## src/rtl/seg_pkg.sv

```systemverilog
// seg_pkg: shared constants and types for the seven-segment pattern decoder.
//   - SEG_0..SEG_9 : active-high segment patterns (bits G..A) for digits 0..9
//   - state_t      : reading FSM state encoding
//   - STABLE_CYCLES_DEF : default settle length in synchronized samples
package seg_pkg;

  localparam int STABLE_CYCLES_DEF = 4;

  localparam logic [6:0] SEG_0 = 7'h3F;
  localparam logic [6:0] SEG_1 = 7'h06;
  localparam logic [6:0] SEG_2 = 7'h5B;
  localparam logic [6:0] SEG_3 = 7'h4F;
  localparam logic [6:0] SEG_4 = 7'h66;
  localparam logic [6:0] SEG_5 = 7'h6D;
  localparam logic [6:0] SEG_6 = 7'h7D;
  localparam logic [6:0] SEG_7 = 7'h07;
  localparam logic [6:0] SEG_8 = 7'h7F;
  localparam logic [6:0] SEG_9 = 7'h6F;

  typedef enum logic [1:0] {
    IDLE   = 2'd0,
    SETTLE = 2'd1,
    REPORT = 2'd2,
    HOLD   = 2'd3
  } state_t;

endpackage

```

## src/rtl/seg_pattern_decoder_if.sv

```systemverilog
// seg_pattern_decoder_if: valid/ready reading channel of the decoder.
//   dout_valid : reading available (producer -> consumer)
//   dout_ready : consumer accepts reading (consumer -> producer)
//   dout_value : tens*10+ones, 0..99
//   dout_err   : reading contained an illegal segment pattern
interface seg_pattern_decoder_if;
  logic       dout_valid;
  logic       dout_ready;
  logic [6:0] dout_value;
  logic       dout_err;

  modport master (
    output dout_valid,
    output dout_value,
    output dout_err,
    input  dout_ready
  );

  modport slave (
    input  dout_valid,
    input  dout_value,
    input  dout_err,
    output dout_ready
  );
endinterface

```

## src/rtl/seg_digit_decode.sv

```systemverilog
// seg_digit_decode: combinational seven-segment pattern to BCD digit.
//   pattern : segments G..A
//   digit   : decoded digit 0..9 (0 when illegal)
//   illegal : pattern is not one of the ten digit shapes
module seg_digit_decode
  import seg_pkg::*;
(
  input  logic [6:0] pattern,
  output logic [3:0] digit,
  output logic       illegal
);

  always_comb begin
    digit   = 4'd0;
    illegal = 1'b0;
    case (pattern)
      SEG_0:   digit = 4'd0;
      SEG_1:   digit = 4'd1;
      SEG_2:   digit = 4'd2;
      SEG_3:   digit = 4'd3;
      SEG_4:   digit = 4'd4;
      SEG_5:   digit = 4'd5;
      SEG_6:   digit = 4'd6;
      SEG_7:   digit = 4'd7;
      SEG_8:   digit = 4'd8;
      SEG_9:   digit = 4'd9;
      default: illegal = 1'b1;
    endcase
  end

endmodule

```

## src/rtl/seg_pattern_decoder.sv

```systemverilog
// seg_pattern_decoder: debounced two-digit seven-segment reader.
//   clk        : sole clock, rising edge
//   rst_n      : asynchronous active-low reset
//   seg_led_1  : tens digit bus {DIG, DP, G..A}
//   seg_led_2  : ones digit bus, same order
//   dout       : valid/ready reading channel (master side)
//
// state  | meaning
// IDLE   | first edge after reset, capture reference
// SETTLE | counting consecutive equal samples against reference
// REPORT | reading presented, waiting for dout_ready
// HOLD   | reading delivered, waiting for the display to change
module seg_pattern_decoder
  import seg_pkg::*;
#(
  parameter int STABLE_CYCLES = STABLE_CYCLES_DEF
) (
  input  logic                          clk,
  input  logic                          rst_n,
  input  logic [8:0]                    seg_led_1,
  input  logic [8:0]                    seg_led_2,
  seg_pattern_decoder_if.master         dout
);

  localparam logic [7:0] CNT_TC  = 8'(STABLE_CYCLES - 1);
  localparam logic [7:0] CNT_MAX = 8'hFF;

  // {tens bus, ones bus}; DIG/DP take part in the stability compare
  logic [17:0] sync1_q, sync2_q;
  logic [17:0] ref_q, ref_d;
  logic [7:0]  cnt_q, cnt_d;
  logic [6:0]  value_q, value_d;
  logic        err_q, err_d;
  state_t      state_q, state_d;

  logic [3:0]  tens_digit, ones_digit;
  logic        tens_illegal, ones_illegal;
  logic        pair_same;
  logic [6:0]  sum_value;

  seg_digit_decode u_tens (
    .pattern (sync2_q[15:9]),
    .digit   (tens_digit),
    .illegal (tens_illegal)
  );

  seg_digit_decode u_ones (
    .pattern (sync2_q[6:0]),
    .digit   (ones_digit),
    .illegal (ones_illegal)
  );

  assign sum_value = ({3'b000, tens_digit} * 7'd10) + {3'b000, ones_digit};
  assign pair_same = (sync2_q == ref_q);

  always_ff @(posedge clk or negedge rst_n) begin
    if (!rst_n) begin
      sync1_q <= '0;
      sync2_q <= '0;
      ref_q   <= '0;
      cnt_q   <= '0;
      value_q <= '0;
      err_q   <= 1'b0;
      state_q <= IDLE;
    end else begin
      sync1_q <= {seg_led_1, seg_led_2};
      sync2_q <= sync1_q;
      ref_q   <= ref_d;
      cnt_q   <= cnt_d;
      value_q <= value_d;
      err_q   <= err_d;
      state_q <= state_d;
    end
  end

  always_comb begin
    state_d = state_q;
    ref_d   = ref_q;
    cnt_d   = cnt_q;
    value_d = value_q;
    err_d   = err_q;
    case (state_q)
      IDLE: begin
        ref_d   = sync2_q;
        cnt_d   = '0;
        state_d = SETTLE;
      end
      SETTLE: begin
        if (!pair_same) begin
          ref_d = sync2_q;
          cnt_d = '0;
        end else if (cnt_q == CNT_TC) begin
          err_d   = tens_illegal | ones_illegal;
          value_d = (tens_illegal | ones_illegal) ? 7'd0 : sum_value;
          state_d = REPORT;
        end else if (cnt_q != CNT_MAX) begin
          cnt_d = cnt_q + 8'd1;
        end
      end
      REPORT: begin
        // input activity here is ignored until the reading is taken
        if (dout.dout_ready) begin
          if (pair_same) begin
            state_d = HOLD;
          end else begin
            ref_d   = sync2_q;
            cnt_d   = '0;
            state_d = SETTLE;
          end
        end
      end
      HOLD: begin
        if (!pair_same) begin
          ref_d   = sync2_q;
          cnt_d   = '0;
          state_d = SETTLE;
        end
      end
      default: state_d = IDLE;
    endcase
  end

  assign dout.dout_valid = (state_q == REPORT);
  assign dout.dout_value = value_q;
  assign dout.dout_err   = err_q;

endmodule

```

## src/flat_wrapper.sv

```systemverilog
// flat-port wrapper written by rule: the top's interface ports become plain ports
module seg_pattern_decoder_flat import seg_pkg::*;
#(
  parameter int STABLE_CYCLES = STABLE_CYCLES_DEF
)
  (clk, rst_n, seg_led_1, seg_led_2, dout_dout_valid, dout_dout_value, dout_dout_err, dout_dout_ready);
  seg_pattern_decoder_if dout_i ();
  input  logic clk;
  input  logic rst_n;
  input  logic [8:0] seg_led_1;
  input  logic [8:0] seg_led_2;
  output wire logic [$bits(dout_i.dout_valid)-1:0] dout_dout_valid;
  output wire logic [$bits(dout_i.dout_value)-1:0] dout_dout_value;
  output wire logic [$bits(dout_i.dout_err)-1:0] dout_dout_err;
  input wire logic [$bits(dout_i.dout_ready)-1:0] dout_dout_ready;
  assign dout_dout_valid = dout_i.dout_valid;
  assign dout_dout_value = dout_i.dout_value;
  assign dout_dout_err = dout_i.dout_err;
  assign dout_i.dout_ready = dout_dout_ready;
  seg_pattern_decoder #(.STABLE_CYCLES(STABLE_CYCLES)) u_core (.clk(clk), .rst_n(rst_n), .seg_led_1(seg_led_1), .seg_led_2(seg_led_2), .dout(dout_i));
endmodule
```

## config.mk

```make
export PLATFORM = sky130hd
export DESIGN_NAME = seg_pattern_decoder_flat
export DESIGN_NICKNAME = d
export VERILOG_FILES = /design/src/rtl/seg_pkg.sv /design/src/rtl/seg_pattern_decoder_if.sv /design/src/rtl/seg_digit_decode.sv /design/src/rtl/seg_pattern_decoder.sv /design/src/flat_wrapper.sv
export SDC_FILE = /design/constraint.sdc
export NUM_CORES = 1
export LEC_CHECK = 0
export ABC_AREA = 0
export BUFFER_PORTS_ARGS = -buffer_cell sky130_fd_sc_hd__buf_2
export CORE_MARGIN = 3
export CORE_UTILIZATION = 34
export DETAILED_ROUTE_END_ITERATION = 10
export SYNTH_ARGS = -nofsm -noshare
export SYNTH_HDL_FRONTEND = slang
export SYNTH_HIERARCHICAL = 1
export SYNTH_SLANG_ARGS = --single-unit
```

## constraint.sdc

```tcl
create_clock -name clk -period 5.3 [get_ports clk]
set_clock_uncertainty 0.05 [all_clocks]
set_input_delay 0.53 -clock clk [delete_from_list [all_inputs] [get_ports clk]]
set_output_delay 0.53 -clock clk [all_outputs]
set_load 0.01 [all_outputs]
```

# ---- After elaboration in Yosys (flattened, before gate mapping)
# Cells that the tools add are included.
dict set report op_classes {
  n_addsub 2
  n_mul 1
  n_eq_ne 32
  muxes 20
  bitwise_logic 1
  reduce_logical 7
}
# operator n
set op_table {}
lappend op_table {{$eq 7x7->1 const B} 14}
lappend op_table {{$pmux 4 s9} 2}
lappend op_table {{$pmux 18 s3} 1}
lappend op_table {{$mux 8} 5}
lappend op_table {{$mux 18} 2}
lappend op_table {{$pmux 8 s4} 1}
lappend op_table {{$eq 7x3->1 const B} 4}
lappend op_table {{$reduce_or 10->1} 2}
lappend op_table {{$eq 18x18->1} 1}
lappend op_table {{$eq 7x6->1 const B} 2}
lappend op_table {{$mux 2} 5}
lappend op_table {{$add 8x1->8 const B} 1}
lappend op_table {{$eq 8x2->1 const B} 1}
lappend op_table {{$ne 8x8->1 const B} 1}
lappend op_table {{$pmux 2 s4} 1}
lappend op_table {{$add 7x4->7} 1}
lappend op_table {{$mux 7} 1}
lappend op_table {{$mul 4x3->6 const B} 1}
lappend op_table {{$ne 2x1->1 const B} 3}
lappend op_table {{$ne 3x3->1 const B} 2}
lappend op_table {{$reduce_and 3->1} 2}
lappend op_table {{$eq 2x2->1 const B} 2}
lappend op_table {{$reduce_and 4->1} 1}
lappend op_table {{$eq 2x1->1 const B} 1}
lappend op_table {{other kinds (5)} 6}
dict set report totals {
  ff_bits 72
  out_inout_bits 9
}

# ---- Logic depth before layout (Yosys ltp)
# Gate-level depths: netlist of run 1.
dict set report logic_depth {
  ltp_word 5
  mapped_depth 12
  depth_no_buf 11
}

# ---- Cells and area by module
# The synthesis of run 1 kept the hierarchy.
# mod instances cells_each area_per_inst_um2 seq_area_each_um2
set modules_own_cells {}
lappend modules_own_cells {seg_pattern_decoder 1 231 3060.4 1801.7}
lappend modules_own_cells {seg_digit_decode 2 34 267.8 0.0}

# ---- Worst setup path after synthesis of run 1
# OpenSTA, ideal clock, no wires.
dict set report synth_path {
  kind {reg-to-reg}
  start {register u_core.sync2_q[12]}
  end {register u_core.value_q[6], in the netlist u_core/dout.dout_value[6]}
  arrival_time_ns 2.504
  t_required_ns 5.155
  path_slack_ns 2.650
  path_stages_with_launch 13
  n_path_buf 1
  synth_period_minus_slack_ns 2.650
  cell_sequence {dfrtp_1 > buf_6 > nor2_2 > nand2_2 > a211oi_2 > o21bai_1 > ha_1 > ha_1 > fa_1 > nand2_1 > nor2_1 > xnor2_1 > o31ai_1}
}
dict set report synth_between {
  elab_chain_len 5
  word_cells_on_any_way 19
  classes_between {add/sub (1); mul (1); eq/ne (11); mux (3); bitwise (1); reduce/logical (2)}
}
# item line
set synth_lines {}
lappend synth_lines {{start: declaration} seg_pattern_decoder.sv:29} ;# logic [17:0] sync1_q, sync2_q;
lappend synth_lines {{start signal: assignment} seg_pattern_decoder.sv:67} ;# sync2_q <= sync1_q;
lappend synth_lines {{$eq 7x7->1 / $eq 7x3->1 (equally long branches)} seg_digit_decode.sv:16} ;# case (pattern)
lappend synth_lines {{$pmux 4 s9 *} seg_digit_decode.sv:16}
lappend synth_lines {{named net u_core.tens_digit[1]} seg_pattern_decoder.sv:36} ;# logic [3:0] tens_digit, ones_digit;
lappend synth_lines {{$mul 4x3->6 *} seg_pattern_decoder.sv:53} ;# assign sum_value = ({3'b000, tens_digit} * 7'd10) + {3'b000, ones_digit};
lappend synth_lines {{$add 7x4->7 *} seg_pattern_decoder.sv:53}
lappend synth_lines {{$mux 7 *} seg_pattern_decoder.sv:94} ;# value_d = (tens_illegal | ones_illegal) ? 7'd0 : sum_value;
lappend synth_lines {{end signal: assignment} seg_pattern_decoder.sv:70} ;# value_q <= value_d;
lappend synth_lines {{end: declaration} seg_pattern_decoder.sv:32} ;# logic [6:0] value_q, value_d;
# Mark *: on every way through the listed nets, which the timed path passes. The rest lies on a longest branch.
# A chain may end at the register's enable or synchronous reset.

# ---- Worst setup path after layout of run 1
dict set report layout_path {
  start {register u_core.sync2_q[13]}
  end {register u_core.value_q[6], in the netlist u_core/dout.dout_value[6]}
}
# Same word-level chain as after synthesis.

==> results_dict.tcl, run 1 <==
set metrics [dict create \
    synth_top_cell_area_share 0.501 \
    diodes 0 \
    drt_iter0_drc 97 \
    yosysTopAreaCell "dfrtp_1" \
    multi_input_area_sq_um 1630 \
    max_freq_ghz 0.348 \
    netlist_area_sq_um 3600 \
    ioPinCount 30 \
    synth_top_flop_cell "dfrtp_1" \
    combPwrFrac 0.144 \
    rsz0062_at_grt "false" \
    p_clk_frac 0.383 \
    power_switching_w 0.000365 \
    layout-drive-gt1-share 0.292 \
    dr.pass1.iters 4 \
    htree_levels 3 \
    grt_max_degree 73 \
    grt_use_total 0.117 \
    hp-class "in -> reg" \
    synth_area_per_cell_sq_um 12.0 \
    slew-limit-headroom 0.402 \
    synth_most_common_cell "dfrtp_1" \
    worst_slew_pin_slew_ps 897 \
    reg2reg_depth 10 \
    syn_to_final_growth_pct 11.9 \
    p_leak_nw 1.73 \
    drv_cap 0 \
    post_cts_buffers 0 \
    slew_viol_final 0 \
    postSynth.asyncResetShare 1.00 \
    seqPwrFrac 0.473 \
    ys_seq_elements 72 \
    final_area_sq_um 4020 \
    worstSetupPathType "reg -> reg" \
    clkTransAtPathRegs_ps 90 \
    fillCellCount 967 \
    synthTopCellsByArea "dfrtp_1, mux2_2, ha_1" \
    worstPathMaxFanout 10 \
    ir_worst_vdd_v 0.000129 \
    syn_inst 299 \
    port_buffers 29 \
    core_area_sq_um 10000 \
    finalCritPeriodShare 0.542 \
    cts_root_buffer "clkbuf_8" \
    p_int_w 0.000955 \
    cts_tree "yes" \
    crit_path_end_kind "flop" \
    hpwl_um 4280 \
    fin_nets 362 \
    antenna_found_initial 0 \
    min_path_cells 1 \
    status "completed" \
    route.detailed.drc 0 \
    cts_buffer_depth 2 \
    synthTopCellsByCount "dfrtp_1, nand2_1, mux2_2" \
    synth-edff-count 0 \
    p_sw_frac 0.276 \
    start_kind "flop" \
    whs_ps 230 \
    wl_per_cell_um 13.2 \
    grt_pass1_vias 2253 \
    grt-ovfl-total 0 \
    yosysWarningCount 6 \
    postCtsResizedCells 0 \
    grt_pass1_wl_um 10700 \
    ant_nets 0 \
    cts_buffers 9 \
    rows 36 \
    power_density_nw_per_um2 328 \
    setup_viol 0 \
    die_area_sq_um 11800 \
    die_y_um 109 \
    dpl-instance-area_sq_um 3790 \
    initial_utilization 0.358 \
    routed_wl_um 6120 \
    hold_viol 0 \
    seq_area_sq_um 1800 \
    cts.sinks 72 \
    vias_per_cell 4.85 \
    synth_cell_type_count 56 \
    period_minus_slack_ps 2870 \
    fin_setup_tns_ps 0 \
    synth_nets 334 \
    gp_congestion 0.776 \
    synth.yosys.seq_area_share 0.501 \
    arrival_ps 3070 \
    clk_latency_ps 350 \
    required_ps 5500 \
    dr_total_vias 2256 \
    die_w_um 109 \
    postCtsHoldBufs 0 \
]
[worst paths after layout]
kind	slack [ps]	start	endpoint
hold / removal	230	seg_led_2[3]	u_core/sync1_q[3]$_DFF_PN0_
max in group asynchronous	4280	rst_n	u_core/sync1_q[2]$_DFF_PN0_
min in group asynchronous	310	rst_n	u_core/sync1_q[7]$_DFF_PN0_
hold reg to reg	300	u_core/sync1_q[1]$_DFF_PN0_	u_core/sync2_q[1]$_DFF_PN0_
setup / recovery	2430	u_core/sync2_q[13]$_DFF_PN0_	u_core/dout.dout_value[6]$_DFFE_PN0P_
setup reg to reg	2430	u_core/sync2_q[13]$_DFF_PN0_	u_core/dout.dout_value[6]$_DFFE_PN0P_
[cells in the final DEF (no fill, tap or decap), drive strengths merged, types with 6 or more instances in the layout]
master | netlist | routed
dfrtp | 72 | 72
buf | 10 | 30
nor3 | 10 | 10
nand2 | 24 | 24
nand4 | 8 | 8
clkbuf | 3 | 9
ha | 12 | 12
inv | 12 | 17
nand3 | 12 | 12
mux2 | 20 | 20
o31ai | 6 | 6
a211o | 6 | 6
nor2 | 18 | 18
xnor2 | 17 | 17
[power by group through the flow]
stage | registers (W) | logic [W] | clock network, W
6_report | 0.000624 | 0.000190 | 0.000505
3_3_place_gp | 0.000634 | 0.000188 | 0
5_1_grt | 0.000630 | 0.000210 | 0.000554
2_1_floorplan | 0.000622 | 0.000160 | 0
3_5_place_dp | 0.000636 | 0.000192 | 0
4_1_cts | 0.000625 | 0.000193 | 0.000521
[stage by stage]
step	power, W	std cells	util	worst slack (ps)
finish	0.00132	465	0.401	2430
global route	0.00139	465	0.401	2180
CTS	0.00134	465	0.401	2420
detailed placement	0.000828	449	0.377	2430
global placement	0.000822	449	0.377	2510
floorplan	0.000782	299	-	2650
[kinds of logic (layout without fill, tap and decap cells)]
logic type	after synthesis	in the layout	share of synthesized area
simple gates	104	104	0.182
compound gates	38	38	0.0887
fa+ha+maj	14	14	0.0529
mux	24	24	0.0748
flops	72	72	0.501
xor+xnor	22	22	0.0536
buf+inv	25	58	0.0470
[layer usage]
metal,track usage,up-vias,part of all wire
met1,0.154,1089,0.48
met5,0,-,0
met3,0.0403,8,0.044
li1,-,1119,-
met2,0.176,40,0.46
met4,0.0487,0,0.018
[flip-flops by register name, summed over array words and instances, names as in the netlist]
signal                  cells
u_core/sync2_q             18
u_core/state_q              2
u_core/cnt_q                8
u_core/ref_q               18
u_core/sync1_q             18
u_core/dout.dout_err        1
u_core/dout.dout_value      7
[critical path, cell delays in order, from the launching register on]
cell	delay, ps
dfrtp_1	620
nand4b_1	170
a211oi_2	250
o21bai_1	210
ha_1	290
ha_1	210
fa_1	520
nand2_1	60
nor2_1	110
xnor2_1	70
o31ai_1	220
[final cells by class]
class	count	share of cell area
Sequential cell	72	0.448
Inverter	12	0.0112
Clock inverter	7	0.0271
Clock buffer	9	0.0308
Multi-Input combinational cell	202	0.404
Tap cell	133	0.0414
Timing Repair Buffer	30	0.0379
(Power assumes the default switching activity.)
==> run 2, diff against run 1 <==
==> constraint.sdc (replaced) <==
create_clock -name clk -period 2.8 [get_ports clk]
set_clock_uncertainty 0.05 [all_clocks]
set_input_delay 0.28 -clock clk [delete_from_list [all_inputs] [get_ports clk]]
set_output_delay 0.28 -clock clk [all_outputs]
set_load 0.01 [all_outputs]
==> run 2 against run 1 <==
Net effect:
- via count increased by 4.2%
- power is 88% higher
- combinational power grew 120%
- clock power is 76% higher
- register-to-register slack lost 2200 ps
- core utilization grew 3.4 points
- routed wire length is 3.7% higher
- cell area rose by 8.5%
- cell count is 6.9% higher
- critical endpoint unchanged
==> results_dict.tcl, run 2 (synthesis gave the netlist of run 1 again) <==
set metrics [dict create \
    slew-limit-headroom 0.584 \
    slew_viol_final 0 \
    grt_pass1_vias 2379 \
    final_common_cell "dfrtp_1" \
    p_sw_frac 0.265 \
    crit_path_end_kind "flop" \
    arrival_ps 2810 \
    fin_nets 395 \
    clkTransAtPathRegs_ps 80 \
    p_leak_nw 1.87 \
    clk_latency_ps 340 \
    ioPinCount 30 \
    dr.pass1.iters 4 \
    die_area_sq_um 11800 \
    syn_to_final_growth_pct 21.4 \
    seqPwrFrac 0.474 \
    hp-class "reg -> reg" \
    required_ps 3000 \
    status "completed" \
    final_area_sq_um 4370 \
    drt_iter0_drc 110 \
    die_y_um 109 \
    layout-drive-gt1-share 0.321 \
    worstSetupPathType "reg -> reg" \
    reg_top3 "u_core/ref_q: 18 flops, u_core/sync1_q: 18 flops, u_core/sync2_q: 18 flops" \
    diodes 0 \
    dr_total_vias 2350 \
    core_area_sq_um 10000 \
    power_switching_w 0.000656 \
    grt_max_degree 46 \
    rows 36 \
    power_density_nw_per_um2 568 \
    start_kind "flop" \
    grt-ovfl-total 0 \
    initial_utilization 0.358 \
    fin_setup_tns_ps 0 \
    antenna_found_initial 0 \
    vias_per_cell 4.73 \
    p_clk_frac 0.359 \
    drv_cap 0 \
    hold_viol 0 \
    rsz0062_at_grt "false" \
    p_int_w 0.00182 \
    cts.sinks 72 \
    gr-usage-met1 0.166 \
    htree_levels 3 \
    cts_buffer_depth 2 \
    routed_wl_um 6350 \
    setup_viol 0 \
    use_met2 0.182 \
    use_met3 0.0314 \
    grt.busiest_layer "met2" \
    worstPathMaxFanout 3 \
    gp_congestion 0.804 \
    die_w_um 109 \
    ir_worst_vdd_v 0.000338 \
    period_minus_slack_ps 2610 \
    ant_nets 0 \
    dpl-instance-area_sq_um 3910 \
    grt_pass1_wl_um 11300 \
    cts_tree "yes" \
    finalCritPeriodShare 0.933 \
    port_buffers 29 \
    worst_slew_pin_slew_ps 623 \
    layout_common_cells "dfrtp_1, buf_2, nand2_1" \
    hpwl_um 4420 \
    wl_per_cell_um 12.8 \
    combPwrFrac 0.168 \
    cts_buffers 9 \
    grt_use_total 0.120 \
    cts_root_buffer "clkbuf_8" \
    route.detailed.drc 0 \
    max_freq_ghz 0.383 \
]
==> run 2: changes by cell type in the layout (fill, tap and decap cells not counted), sizes merged <==
cell | before | now
dlygate4sd3 | 0 | 19
buf | 30 | 44
inv | 17 | 13
clkinvlp | 0 | 2
clkinv | 0 | 1
==> run 2: worst max-delay path: stages (launching register included) <==
cell and delay [ps]:
dfrtp_1 400, nand4b_1 190, a211oi_2 290, o21bai_4 190, ha_4 220, ha_2 180
fa_1 560, nand2_1 60, nor2_1 120, xnor2_1 70, o31ai_1 190
==> run 2: layout make-up <==
class,count,area [sq um]
Multi-Input combinational cell,202,1660
Sequential cell,72,1810
Clock inverter,6,92.6
Timing Repair Buffer,63,477
Clock buffer,9,124
Tap cell,133,166
Fill cell,934,5680
Inverter,12,45.0
==> run 2: power by group through the flow <==
stage | clock [W] | combinational (W) | sequential (W)
floorplan | 0 | 0.000303 | 0.00118
global placement | 0 | 0.000390 | 0.00119
detailed placement | 0 | 0.000394 | 0.00119
CTS | 0.000929 | 0.000419 | 0.00117
global route | 0.000973 | 0.000464 | 0.00119
finish | 0.000889 | 0.000416 | 0.00117
==> run 2: worst paths after layout <==
kind	depth (start not counted)	slack (ps)	start	endpoint
worst max-delay path	10	190	u_core/sync2_q[11]$_DFF_PN0_	u_core/dout.dout_value[6]$_DFFE_PN0P_
worst min-delay path	0	300	u_core/sync1_q[12]$_DFF_PN0_	u_core/sync2_q[12]$_DFF_PN0_
worst max register to register	10	190	u_core/sync2_q[11]$_DFF_PN0_	u_core/dout.dout_value[6]$_DFFE_PN0P_
worst min register to register	0	300	u_core/sync1_q[12]$_DFF_PN0_	u_core/sync2_q[12]$_DFF_PN0_
max in group asynchronous	3	1580	rst_n	u_core/sync2_q[2]$_DFF_PN0_
min in group asynchronous	2	440	rst_n	u_core/sync1_q[7]$_DFF_PN0_
==> run 2: layer usage <==
layer,up-vias,part of all wire
li1,1176,-
met1,1138,0.50
met5,-,0
met2,30,0.45
met3,6,0.036
met4,0,0.012
==> run 2: metrics by stage <==
stage	worst slack [ps]	hold slack, ps	utilization	power [W]	cells
6_report	188	299	0.435	0.00248	497
5_1_grt	15.3	309	0.435	0.00262	497
4_1_cts	116	302	0.430	0.00252	496
3_5_place_dp	129	283	0.390	0.00159	462
3_3_place_gp	178	284	0.390	0.00158	462
2_1_floorplan	150	-65.6	-	0.00148	299
==> run 2: timing repair <==
item | 4_1_cts | 5_1_grt
hold buffers | 19 | 0
resized for setup | 0 | 9
endpoints found under the hold margin | 45 | 0
setup endpoints to repair | 0 | 2
setup buffers | 0 | 1
==> run 3, diff against run 2 <==
--- a/config.mk
+++ b/config.mk
@@ -8,8 +8,9 @@
 export ABC_AREA = 0
 export BUFFER_PORTS_ARGS = -buffer_cell sky130_fd_sc_hd__buf_2
 export CORE_MARGIN = 3
-export CORE_UTILIZATION = 34
+export CORE_UTILIZATION = 59
 export DETAILED_ROUTE_END_ITERATION = 10
+export PLACE_DENSITY = 0.79
 export SYNTH_ARGS = -nofsm -noshare
 export SYNTH_HDL_FRONTEND = slang
 export SYNTH_HIERARCHICAL = 1
==> run 3 against run 2 <==
Net effect:
- via count rose by 3.8%
- cell area fell by 2.2%
- routed wire length rose by 1.9%
- critical path depth did not move
- global-route usage rose by 7.8 points
- highest routed layer unchanged
- core utilization rose by 31 points
==> results_dict.tcl, run 3 (synthesis gave the netlist of run 1 again) <==
set metrics [dict create \
    drt_iter0_drc 152 \
    hold_viol 0 \
    utilization 0.748 \
    core_area_sq_um 5710 \
    start_kind "flop" \
    cts_tree "yes" \
    cts_buffer_depth 2 \
    status "completed" \
    antenna_found_initial 0 \
    cts_buffers 9 \
    worst_slew_pin_slew_ps 700 \
    grt_use_total 0.198 \
    worstSetupPathType "reg -> reg" \
    dr_total_vias 2439 \
    vias_per_cell 5.58 \
    fin_nets 395 \
    min_path_cells 0 \
    wl_per_cell_um 14.8 \
    final_common_cell "dfrtp_1" \
    diodes 0 \
    rsz0062_at_grt "true" \
    ioPinCount 30 \
    dpl-instance-area_sq_um 3810 \
    min_to "u_core/sync2_q[7]$_DFF_PN0_" \
    p_leak_nw 1.85 \
    holdCritStartpoint "u_core/sync1_q[7]$_DFF_PN0_" \
    timing.reg2reg.setup_slack_ps 60 \
    worstPathMaxFanout 6 \
    power_density_nw_per_um2 548 \
    die_w_um 84.1 \
    arrival_ps 2940 \
    required_ps 3000 \
    reg2reg_depth 10 \
    period_minus_slack_ps 2740 \
    drv_cap 0 \
    setup_viol 0 \
    finalCritPeriodShare 0.979 \
    routed_wl_um 6470 \
    reg_top3 "u_core/ref_q: 18 flops, u_core/sync1_q: 18 flops, u_core/sync2_q: 18 flops" \
    reg2reg_to "u_core/dout.dout_value[5]$_DFFE_PN0P_" \
    clk_latency_ps 350 \
    route.detailed.drc 0 \
    die_area_sq_um 7070 \
    port_buffers 29 \
    grt_pass1_wl_um 10900 \
    fin_ws_ps 58.4 \
    layout-drive-gt1-share 0.332 \
    grt_pass1_vias 2393 \
    hp-class "reg -> reg" \
    reg2reg_from "u_core/sync2_q[9]$_DFF_PN0_" \
    syn_to_final_growth_pct 18.8 \
    die_y_um 84.1 \
    ir_worst_vdd_v 0.000461 \
    ant_nets 0 \
    max_freq_ghz 0.365 \
    grt-ovfl-total 0 \
    slew-limit-headroom 0.533 \
    final_area_sq_um 4270 \
    fin_setup_tns_ps 0 \
    crit_path_end_kind "flop" \
    hpwl_um 4440 \
    dr.pass1.iters 4 \
    cts.sinks 72 \
    clkTransAtPathRegs_ps 80 \
    cts_root_buffer "clkbuf_8" \
    grt_max_degree 34 \
    initial_utilization 0.630 \
    gp_congestion 0.837 \
    rows 27 \
    htree_levels 3 \
    layout_common_cells "dfrtp_1, buf_2, nand2_1" \
    fillCellCount 390 \
    slew_viol_final 0 \
    pre_cts_ws_ps 7.07 \
]
run 3: timing repair:
item,4_1_cts,5_1_grt
gates resized for setup,1,13
hold endpoints to repair,49,0
setup endpoints to repair,1,2
pin swaps,0,6
buffers inserted,0,3
hold buffers,19,0
run 3: metrics by stage:
stage          std cells  hold WS (ps)  total power (W)
6_report             437           301          0.00234
2_1_floorplan        299         -65.6          0.00148
3_3_place_gp         399           281          0.00157
5_1_grt              437           310          0.00248
3_5_place_dp         399           285          0.00158
4_1_cts              434           303          0.00237
run 3: critical path, cell delays in order, from the launching register on:
cell	delay, ps
dfrtp_2	460
buf_4	180
nor4b_4	290
a31oi_1	110
o22ai_2	200
ha_1	250
ha_4	150
fa_1	400
buf_4	160
xor2_1	160
o31ai_1	240
run 3: cell type report:
cell class	count	area, sq um	area share
Inverter	12	45.0	0.0105
Clock inverter	6	50.0	0.0117
Clock buffer	10	138	0.0322
Multi-Input combinational cell	202	1680	0.393
Timing Repair Buffer	63	460	0.108
Sequential cell	72	1810	0.423
Tap cell	72	90.1	0.0211
run 3: layer usage:
| metal | part of all wire | up-vias | track usage |
|---|---|---|---|
| met5 | 0 | - | 0 |
| met4 | 0.026 | 0 | 0.0936 |
| met3 | 0.046 | 14 | 0.0652 |
| met2 | 0.48 | 56 | 0.306 |
| met1 | 0.45 | 1187 | 0.250 |
| li1 | - | 1182 | - |
run 3: worst max path at each step:
stage                            startpoint                                    end  slack, ps  depth (start not counted)
3_3_place_gp   u_core/sync2_q[13]$_DFF_PN0_  u_core/dout.dout_value[6]$_DFFE_PN0P_        120                         11
4_1_cts        u_core/sync2_q[13]$_DFF_PN0_  u_core/dout.dout_value[6]$_DFFE_PN0P_         20                         11
2_1_floorplan  u_core/sync2_q[12]$_DFF_PN0_  u_core/dout.dout_value[6]$_DFFE_PN0P_        150                         12
6_report        u_core/sync2_q[9]$_DFF_PN0_  u_core/dout.dout_value[5]$_DFFE_PN0P_         60                         10
5_1_grt         u_core/sync2_q[9]$_DFF_PN0_  u_core/dout.dout_value[5]$_DFFE_PN0P_        -70                         10
3_5_place_dp   u_core/sync2_q[13]$_DFF_PN0_  u_core/dout.dout_value[6]$_DFFE_PN0P_          7                         11
run 3: report_power, final:
group          switching (W)  total (W)  internal [W]  leakage [nW]
Combinational       0.000203   0.000410      0.000207         0.884
Sequential         0.0000639    0.00118       0.00111         0.873
Clock               0.000399   0.000753      0.000354        0.0895
